===== config.mk =====
export PLATFORM = sky130hd
export DESIGN_NAME = eth_udp_parser
export DESIGN_NICKNAME = d
export VERILOG_FILES = /design/src/rtl/eth_udp_parser.sv
export SDC_FILE = /design/constraint.sdc
export NUM_CORES = 1
export LEC_CHECK = 0
export CAP_MARGIN = 40
export CELL_PAD_IN_SITES_DETAIL_PLACEMENT = 1
export CELL_PAD_IN_SITES_GLOBAL_PLACEMENT = 1
export CORE_MARGIN = 2
export CORE_UTILIZATION = 43
export CTS_BUF_LIST = sky130_fd_sc_hd__clkbuf_16
export DETAILED_ROUTE_END_ITERATION = 16
export PLACE_DENSITY = 0.8
export SKIP_CTS_REPAIR_TIMING = 1
export SLEW_MARGIN = 5
export SYNTH_ARGS = -nofsm -noshare
export SYNTH_HDL_FRONTEND = slang
export SYNTH_SLANG_ARGS = --single-unit

===== constraint.sdc =====
create_clock -name clk -period 4 [get_ports clk]
set_input_delay 0.6 -clock clk [delete_from_list [all_inputs] [get_ports clk]]
set_output_delay 0.6 -clock clk [all_outputs]
set_load 0.1 [all_outputs]

===== src/rtl/eth_udp_parser.sv =====
// Ethernet II / IPv4 / UDP receive parser: strips headers on the fly and forwards
// the UDP payload of frames addressed to DST_PORT; discarded frames are counted.
`timescale 1ns/1ps
module eth_udp_parser #(
    parameter logic [15:0] DST_PORT  = 16'd12345,
    parameter logic        CHECK_MAC = 1'b0,
    parameter logic [47:0] LOCAL_MAC = 48'h02_00_00_00_00_01
) (
    input  logic        clk,
    input  logic        rst,
    input  logic [7:0]  data,
    input  logic        dataValid,
    input  logic        dataErr,
    output logic [7:0]  outData,
    output logic        outDataValid,
    output logic        outDataLast,
    output logic        frameErr,
    output logic [15:0] dropCount
);

    typedef enum logic [2:0] {
        IDLE,
        HEADER,
        PAYLOAD,
        DRAIN,
        DROP
    } state_t;

    state_t      state_q;
    logic [5:0]  byte_cnt_q;
    logic [15:0] remain_q;
    logic [7:0]  len_hi_q;
    logic        mac_local_q;
    logic        mac_bcast_q;
    logic [7:0]  out_data_q;
    logic        out_valid_q;
    logic        out_last_q;
    logic        frame_err_q;
    logic [15:0] drop_cnt_q;

    logic [5:0]  hdr_idx;
    logic [7:0]  mac_exp;
    logic        local_hit;
    logic        bcast_hit;
    logic [15:0] udp_len;
    logic        hdr_fail;

    function automatic logic [15:0] sat_inc(input logic [15:0] v);
        return (v == 16'hFFFF) ? v : v + 16'd1;
    endfunction

    // NOTE: every signal gets a default at the top of always_comb so no path leaves it unassigned (no latch).
    always_comb begin
        hdr_idx = (state_q == HEADER) ? byte_cnt_q : 6'd0;
        case (hdr_idx)
            6'd0:    mac_exp = LOCAL_MAC[47:40];
            6'd1:    mac_exp = LOCAL_MAC[39:32];
            6'd2:    mac_exp = LOCAL_MAC[31:24];
            6'd3:    mac_exp = LOCAL_MAC[23:16];
            6'd4:    mac_exp = LOCAL_MAC[15:8];
            6'd5:    mac_exp = LOCAL_MAC[7:0];
            default: mac_exp = 8'h00;
        endcase
        // IDLE presents header byte 0, so the running MAC matches start out true.
        local_hit = ((state_q == HEADER) ? mac_local_q : 1'b1) && (data == mac_exp);
        bcast_hit = ((state_q == HEADER) ? mac_bcast_q : 1'b1) && (data == 8'hFF);
        udp_len   = {len_hi_q, data};
        hdr_fail  = dataErr;
        case (hdr_idx)
            6'd5:    hdr_fail = dataErr || (CHECK_MAC && !(local_hit || bcast_hit));
            6'd12:   hdr_fail = dataErr || (data != 8'h08);
            6'd13:   hdr_fail = dataErr || (data != 8'h00);
            6'd14:   hdr_fail = dataErr || (data != 8'h45);
            6'd23:   hdr_fail = dataErr || (data != 8'h11);
            6'd36:   hdr_fail = dataErr || (data != DST_PORT[15:8]);
            6'd37:   hdr_fail = dataErr || (data != DST_PORT[7:0]);
            6'd39:   hdr_fail = dataErr || (udp_len < 16'd8);
            default: hdr_fail = dataErr;
        endcase
    end

    // NOTE: sequential state uses non-blocking assignments only, so all registers update together at the edge.
    always_ff @(posedge clk or posedge rst) begin
        if (rst) begin
            state_q     <= IDLE;
            byte_cnt_q  <= 6'd0;
            remain_q    <= 16'd0;
            len_hi_q    <= 8'h00;
            mac_local_q <= 1'b0;
            mac_bcast_q <= 1'b0;
            out_data_q  <= 8'h00;
            out_valid_q <= 1'b0;
            out_last_q  <= 1'b0;
            frame_err_q <= 1'b0;
            drop_cnt_q  <= 16'd0;
        end else begin
            out_valid_q <= 1'b0;
            out_last_q  <= 1'b0;
            frame_err_q <= 1'b0;
            case (state_q)
                IDLE, HEADER: begin
                    if (!dataValid) begin
                        if (state_q == HEADER) begin
                            state_q    <= IDLE;
                            drop_cnt_q <= sat_inc(drop_cnt_q);
                        end
                    end else begin
                        byte_cnt_q <= hdr_idx + 6'd1;
                        if (hdr_idx < 6'd6) begin
                            mac_local_q <= local_hit;
                            mac_bcast_q <= bcast_hit;
                        end
                        if (hdr_idx == 6'd38) len_hi_q <= data;
                        if (hdr_idx == 6'd39) remain_q <= udp_len - 16'd8;
                        if (hdr_fail) begin
                            state_q    <= DROP;
                            drop_cnt_q <= sat_inc(drop_cnt_q);
                        end else if (hdr_idx == 6'd41) begin
                            state_q <= (remain_q == 16'd0) ? DRAIN : PAYLOAD;
                        end else begin
                            state_q <= HEADER;
                        end
                    end
                end
                PAYLOAD: begin
                    if (!dataValid || dataErr) begin
                        state_q     <= dataValid ? DROP : IDLE;
                        frame_err_q <= 1'b1;
                        drop_cnt_q  <= sat_inc(drop_cnt_q);
                    end else begin
                        out_data_q  <= data;
                        out_valid_q <= 1'b1;
                        remain_q    <= remain_q - 16'd1;
                        if (remain_q == 16'd1) begin
                            out_last_q <= 1'b1;
                            state_q    <= DRAIN;
                        end
                    end
                end
                DRAIN: begin
                    // An FCS error after a complete payload still flags the frame once.
                    if (!dataValid) begin
                        state_q <= IDLE;
                    end else if (dataErr) begin
                        state_q     <= DROP;
                        frame_err_q <= 1'b1;
                        drop_cnt_q  <= sat_inc(drop_cnt_q);
                    end
                end
                DROP: begin
                    if (!dataValid) state_q <= IDLE;
                end
                default: state_q <= IDLE;
            endcase
        end
    end

    assign outData      = out_data_q;
    assign outDataValid = out_valid_q;
    assign outDataLast  = out_last_q;
    assign frameErr     = frame_err_q;
    assign dropCount    = drop_cnt_q;

endmodule


## Word-level counts from Yosys, hierarchy flattened

Index checks and enable logic that the tools add are counted.

| operators by class | value |
|---|---|
| add/subtract/negate cells | 4 |
| $lt $le $gt $ge | 1 |
| equality and inequality tests | 31 |
| mux-type cells | 35 |
| bitwise gates (word level) | 1 |
| reductions and logical operators | 21 |

Operators by type and width:

| cell | count |
|---|---|
| two-way mux 16 bit | 10 |
| case mux 16 bit (3 select lines) | 1 |
| case mux 16 bit (2 select lines) | 1 |
| equality test 6 bit, second input constant | 5 |
| two-way mux 3 bit | 9 |
| equality test 6 x 4 -> 1 bit, second input constant | 3 |
| adder 16 x 1 -> 16 bit, second input constant | 1 |
| equality test 16 x 1 -> 1 bit, second input constant | 1 |
| equality test 16 bit, second input constant | 1 |
| logical NOT 16 bit | 1 |
| < comparator 16 x 4 -> 1 bit, second input constant | 1 |
| inequality test 8 x 6 -> 1 bit, second input constant | 2 |
| subtractor 16 x 1 -> 16 bit, second input constant | 1 |
| subtractor 16 x 4 -> 16 bit, second input constant | 1 |
| inequality test 2 bit, second input constant | 7 |
| inequality test 3 bit, second input constant | 4 |
| case mux 3 bit (4 select lines) | 1 |
| two-way mux 1 bit | 9 |
| logical OR 1 bit | 8 |
| inequality test 8 x 4 -> 1 bit, second input constant | 1 |
| inequality test 8 x 5 -> 1 bit, second input constant | 1 |
| inequality test 8 x 7 -> 1 bit, second input constant | 1 |
| AND reduction 4 bit | 2 |
| nonzero test 8 bit | 1 |
| other kinds (18) | 20 |

| word-level totals | value |
|---|---|
| register bits | 60 |
| input bits | 12 |
| output and inout bits | 27 |
| logic and storage cells | 102 |

## Logic depth before layout (Yosys ltp)

Gate-level depths: netlist of run 1.

| logic depth | value |
|---|---|
| depth in word-level cells | 7 |
| mapped depth | 14 |
| mapped depth without buffers | 12 |

## Worst setup path after synthesis of run 1

No wires, ideal clock.

| timing | value |
|---|---|
| path kind | register to register |
| start | register state_q[1] |
| end | register drop_cnt_q[14], in the netlist dropCount[14] |
| library setup time | 162 ps |
| arrival | 2880 ps |
| data required time | 3838 ps |
| setup slack | 958 ps |
| cell stages (with the launch flop) | 15 |
| buffers on the path | 2 |
| period minus slack after synthesis | 3042 ps |
| cell sequence | dfrtp_1 -> buf_4 -> nor3b_4 -> and2_1 -> inv_1 -> ha_1 -> and4bb_2 -> a41oi_1 -> o211a_1 -> o31a_1 -> a21oi_2 -> o41ai_4 -> buf_6 -> nor3_2 -> xor2_1 |

| on the way | value |
|---|---|
| cells in the longest elaborated chain, start to end | 6 |
| elaborated cells on any way between the ends | 22 |
| those cells by class | 15 x eq/ne; 3 x mux; 4 x reduce/logical |

Ends and longest elaborated chain:

| what | RTL line | source |
|---|---|---|
| from (decl) | 29 | `state_t state_q;` |
| from (signal assigned) | 119 | `state_q <= (remain_q == 16'd0) ? DRAIN : PAYLOAD;` |
| from (signal assigned) | 127 | `state_q <= dataValid ? DROP : IDLE;` |
| equality test 3 x 1 -> 1 bit | 54, 100, 103 |  |
| two-way mux 6 bit | 54 | `hdr_idx = (state_q == HEADER) ? byte_cnt_q : 6'd0;` |
| equality test 6 bit, or another cell as far along | 69 | `case (hdr_idx)` |
| case mux 1 bit (7 select lines) | 69 |  |
| inequality test 3 bit (no line) | -- |  |
| AND reduction 6 bit (no line) | -- |  |
| to (signal assigned) | 105 | `drop_cnt_q <= sat_inc(drop_cnt_q);` |
| to (signal assigned) | 117 | `drop_cnt_q <= sat_inc(drop_cnt_q);` |
| to (signal assigned) | 129 | `drop_cnt_q <= sat_inc(drop_cnt_q);` |
| to (decl) | 39 | `logic [15:0] drop_cnt_q;` |

Several ways; a longest one is shown, not always the timed one.
A chain may end at the register's enable or synchronous reset.

## Final worst setup path of run 1

| timing | value |
|---|---|
| start | register state_q[0] |
| end | register drop_cnt_q[1], in the netlist dropCount[1] |

Same word-level chain as after synthesis.

==> impl_metrics.yaml, run 1 <==
final_layout:
  area.sequential_um2: 1500
  fin_area_um2: 4760
  instances_no_fill: 569
  fillers: 923
  multi_input_area_um2: 1900
  drive_gt1_frac: 0.168
  syn2layout_area_growth_pct: 34.7
  n_antenna_cell: 0
  fin_nets: 477
die:
  die_area_um2: 8970
  fp.dieH_um: 94.7
  start_util: 0.437
  dieWidth_um: 94.7
  rows: 33
  io_pins: 39
  core_area_um2: 8090
outcome:
  status: "finished, final reports clean"
clock_network:
  clock-sinks: 60
  clk_path_buf_depth: 2
  insertion_delay_ns: 0.33
  tritoncts: "yes"
  ctsHtreeMaxLevel: 3
  clk_pin_slew_worst_paths_ns: 0.06
  cts_inserted_buffers: 9
  clockRootBuffer: "clkbuf_16"
grt:
  grt_pass1_vias: 3544
  grt_max_degree: 43
  antenna_found_initial: 0
  globalRouteOverflowTotal: 0
  grt_pass1_wl_um: 18500
  grtUsageTotal: 0.272
critical_path:
  required_ns: 4.21
  r2r-start: "state_q[0]"
  cp.arrival_ns: 3.85
  rr_endpoint: "dropCount[1]"
  crit_path_max_fanout: 16
  worstSetupPathType: "reg2reg"
  setup.worst_path.start: "state_q[0]"
  worstRegToRegCells: 12
  crit_path_start_kind: "flip-flop"
  endpoint_kind: "flip-flop"
  regToRegSetupSlack_ns: 0.36
  worstSetupEndpoint: "dropCount[1]"
timing:
  max_slew_margin: 0.537
  period_share: 0.910
  tightest_slew_ns: 0.688
  grt_setup_unrepaired: "false"
  finalHoldViolCount: 0
  fmax_mhz: 275
  setup_violations: 0
  fin_crit_ns: 3.64
  fin_setup_tns_ns: 0
  hold_slack_ns: 0.488
  maxSlewViolCount: 0
  finClkSkew_ns: 0.00647
synthesis:
  syn_area_um2: 3540
  synth_edf_count: 0
  ys_seq_elements: 60
  avgSynthCellArea_um2: 9.03
  ys_seq_area_frac: 0.424
  ys_async_sr_fraction: 1.00
  synth_nets: 410
  ys_warn_count: 0
  netlist_instances: 392
  netlist-cell-type-count: 62
  synth_ff_type: "dfrtp_1"
place:
  dpl.hpwl_um: 7890
  dp.cells: 553
  place_area_um2: 4440
  portBuffers: 38
  gp_congestion: 0.901
power_and_ir_drop:
  power_density_nw_per_um2: 574
  p_leak_uw: 0.00200
  finalPower_uw: 2740
  ir_drop_mv: 0.604
hold_path:
  worstHoldPathType: "reg2reg"
drt:
  num_vias: 3321
  first_pass_iters: 4
  routedWlPerCell_um: 20.1
  first_iter_violations: 158
  drtAntennaViolNets: 0
  wl_um: 11400
  drt_drc_violations_left: 0
  routed_via_density: 5.84
job:
  maxCapViolCount: 0
[registers in the layout (all words and copies together) (netlist names)]
register	flops
byte_cnt_q	6
outData	8
frameErr	1
outDataLast	1
remain_q	16
state_q	3
len_hi_q	8
dropCount	16
outDataValid	1
[cell usage in the layout (no fill, tap or decap), types with 2 or more instances in the layout]
master / synthesis / routed
a21o_1: 2 / 2
a21oi_1: 25 / 25
a31oi_1: 4 / 4
and2_1: 5 / 5
and3_1: 4 / 4
and4_1: 2 / 2
buf_16: 0 / 2
buf_4: 3 / 5
buf_8: 0 / 25
bufinv_16: 0 / 2
clkbuf_16: 0 / 9
clkdlybuf4s50_1: 0 / 38
clkinv_4: 0 / 3
dfrtp_1: 60 / 60
ha_1: 6 / 6
inv_1: 15 / 14
mux2_2: 7 / 7
nand2_1: 54 / 54
nand2b_1: 9 / 9
nand3_1: 15 / 15
nand4_1: 5 / 5
nor2_1: 26 / 26
nor2_2: 6 / 6
nor3_1: 17 / 17
nor3_2: 5 / 5
nor4_1: 6 / 6
nor4_2: 2 / 2
o21ai_0: 30 / 30
o22a_1: 2 / 2
o22ai_1: 4 / 4
o31a_1: 3 / 3
o31ai_1: 4 / 4
o32ai_1: 2 / 2
o41ai_1: 2 / 2
or2_2: 2 / 2
or3b_1: 2 / 2
xnor2_1: 7 / 7
xor2_1: 17 / 17
[cell type report]
cell class / instances / share of cell area
clock buffers: 9 / 0.0473
repair buffers: 70 / 0.178
inverters: 15 / 0.0118
well taps: 105 / 0.0276
multi-input cells: 303 / 0.399
clock inverters: 7 / 0.0210
flip-flops and latches: 60 / 0.315
[report_power, final]
group          switching (µW)  total (µW)  internal, µW
logic                     687        1050           363
registers                 138         839           701
clock network             297         847           549
total                    1120        2740          1610
[through the flow]
step | setup WS [ns] | utilization
2_1_floorplan | 0.958 | -
3_3_place_gp | 0.581 | 0.495
3_5_place_dp | 0.529 | 0.549
4_1_cts | 0.430 | 0.589
5_1_grt | 0.220 | 0.589
6_report | 0.361 | 0.589
[worst min path at each step]
stage,start,to,depth (start not counted)
2_1_floorplan,remain_q[12],remain_q[12],2
5_1_grt,outData[7],outData[7],2
3_3_place_gp,outData[7],outData[7],2
6_report,outData[7],outData[7],2
4_1_cts,outData[7],outData[7],2
3_5_place_dp,outData[7],outData[7],2
[worst max-delay path: stages, from the launching register on]
cell and delay [ns]:
dfrtp_1 0.56, nor3b_4 0.47, and2_1 0.26, inv_1 0.06, ha_1 0.25, and4bb_2 0.24, a41oi_1 0.27, o211a_1 0.19
o31a_1 0.18, a21oi_2 0.08, o41ai_4 0.23, buf_4 0.33, mux2_2 0.39
[synth_stat cells, types with 4 or more instances]
cell type   n  area (µm²)
ha_1        6        75.1
nand2b_1    9        56.3
nor3_1     17        85.1
nand3_1    15        75.1
nor4_1      6        37.5
o21ai_0    30         150
nor3_2      5        50.1
o22ai_1     4        25.0
nand4_1     5        31.3
clkbuf_1    9        33.8
o31ai_1     4        30.0
dfrtp_1    60        1500
mux2_2      7        78.8
xor2_1     17         149
and2_1      5        31.3
nor2_2      6        37.5
inv_1      15        56.3
a31oi_1     4        25.0
nand2_1    54         203
xnor2_1     7        61.3
a21oi_1    25         125
nor2_1     26        97.6
and3_1      4        25.0
[logic make-up (layout without fill, tap and decap cells)]
kind of cell / after synthesis / in the layout / share of synthesized area
flops: 60 / 60 / 0.424
fa+ha+maj: 6 / 6 / 0.0212
mux: 7 / 7 / 0.0223
compound gates: 93 / 93 / 0.169
buf+inv: 29 / 101 / 0.0382
simple gates: 173 / 173 / 0.265
xor+xnor: 24 / 24 / 0.0594
[per-layer routing]
layer,part of all wire,vias up,global-route usage,wire [µm]
li1,-,1546,-,-
met1,0.42,1659,0.320,4750
met2,0.52,86,0.479,5880
met3,0.039,30,0.0607,450
met4,0.030,0,0.115,337
met5,0,-,0,0
(Power assumes the default switching activity.)
==> run 2: changes to the inputs <==
- GPL_ROUTABILITY_DRIVEN: default -> 0
==> results of run 2 <==
Same layout as run 1: the final DEF is identical, and so are final timing and power.
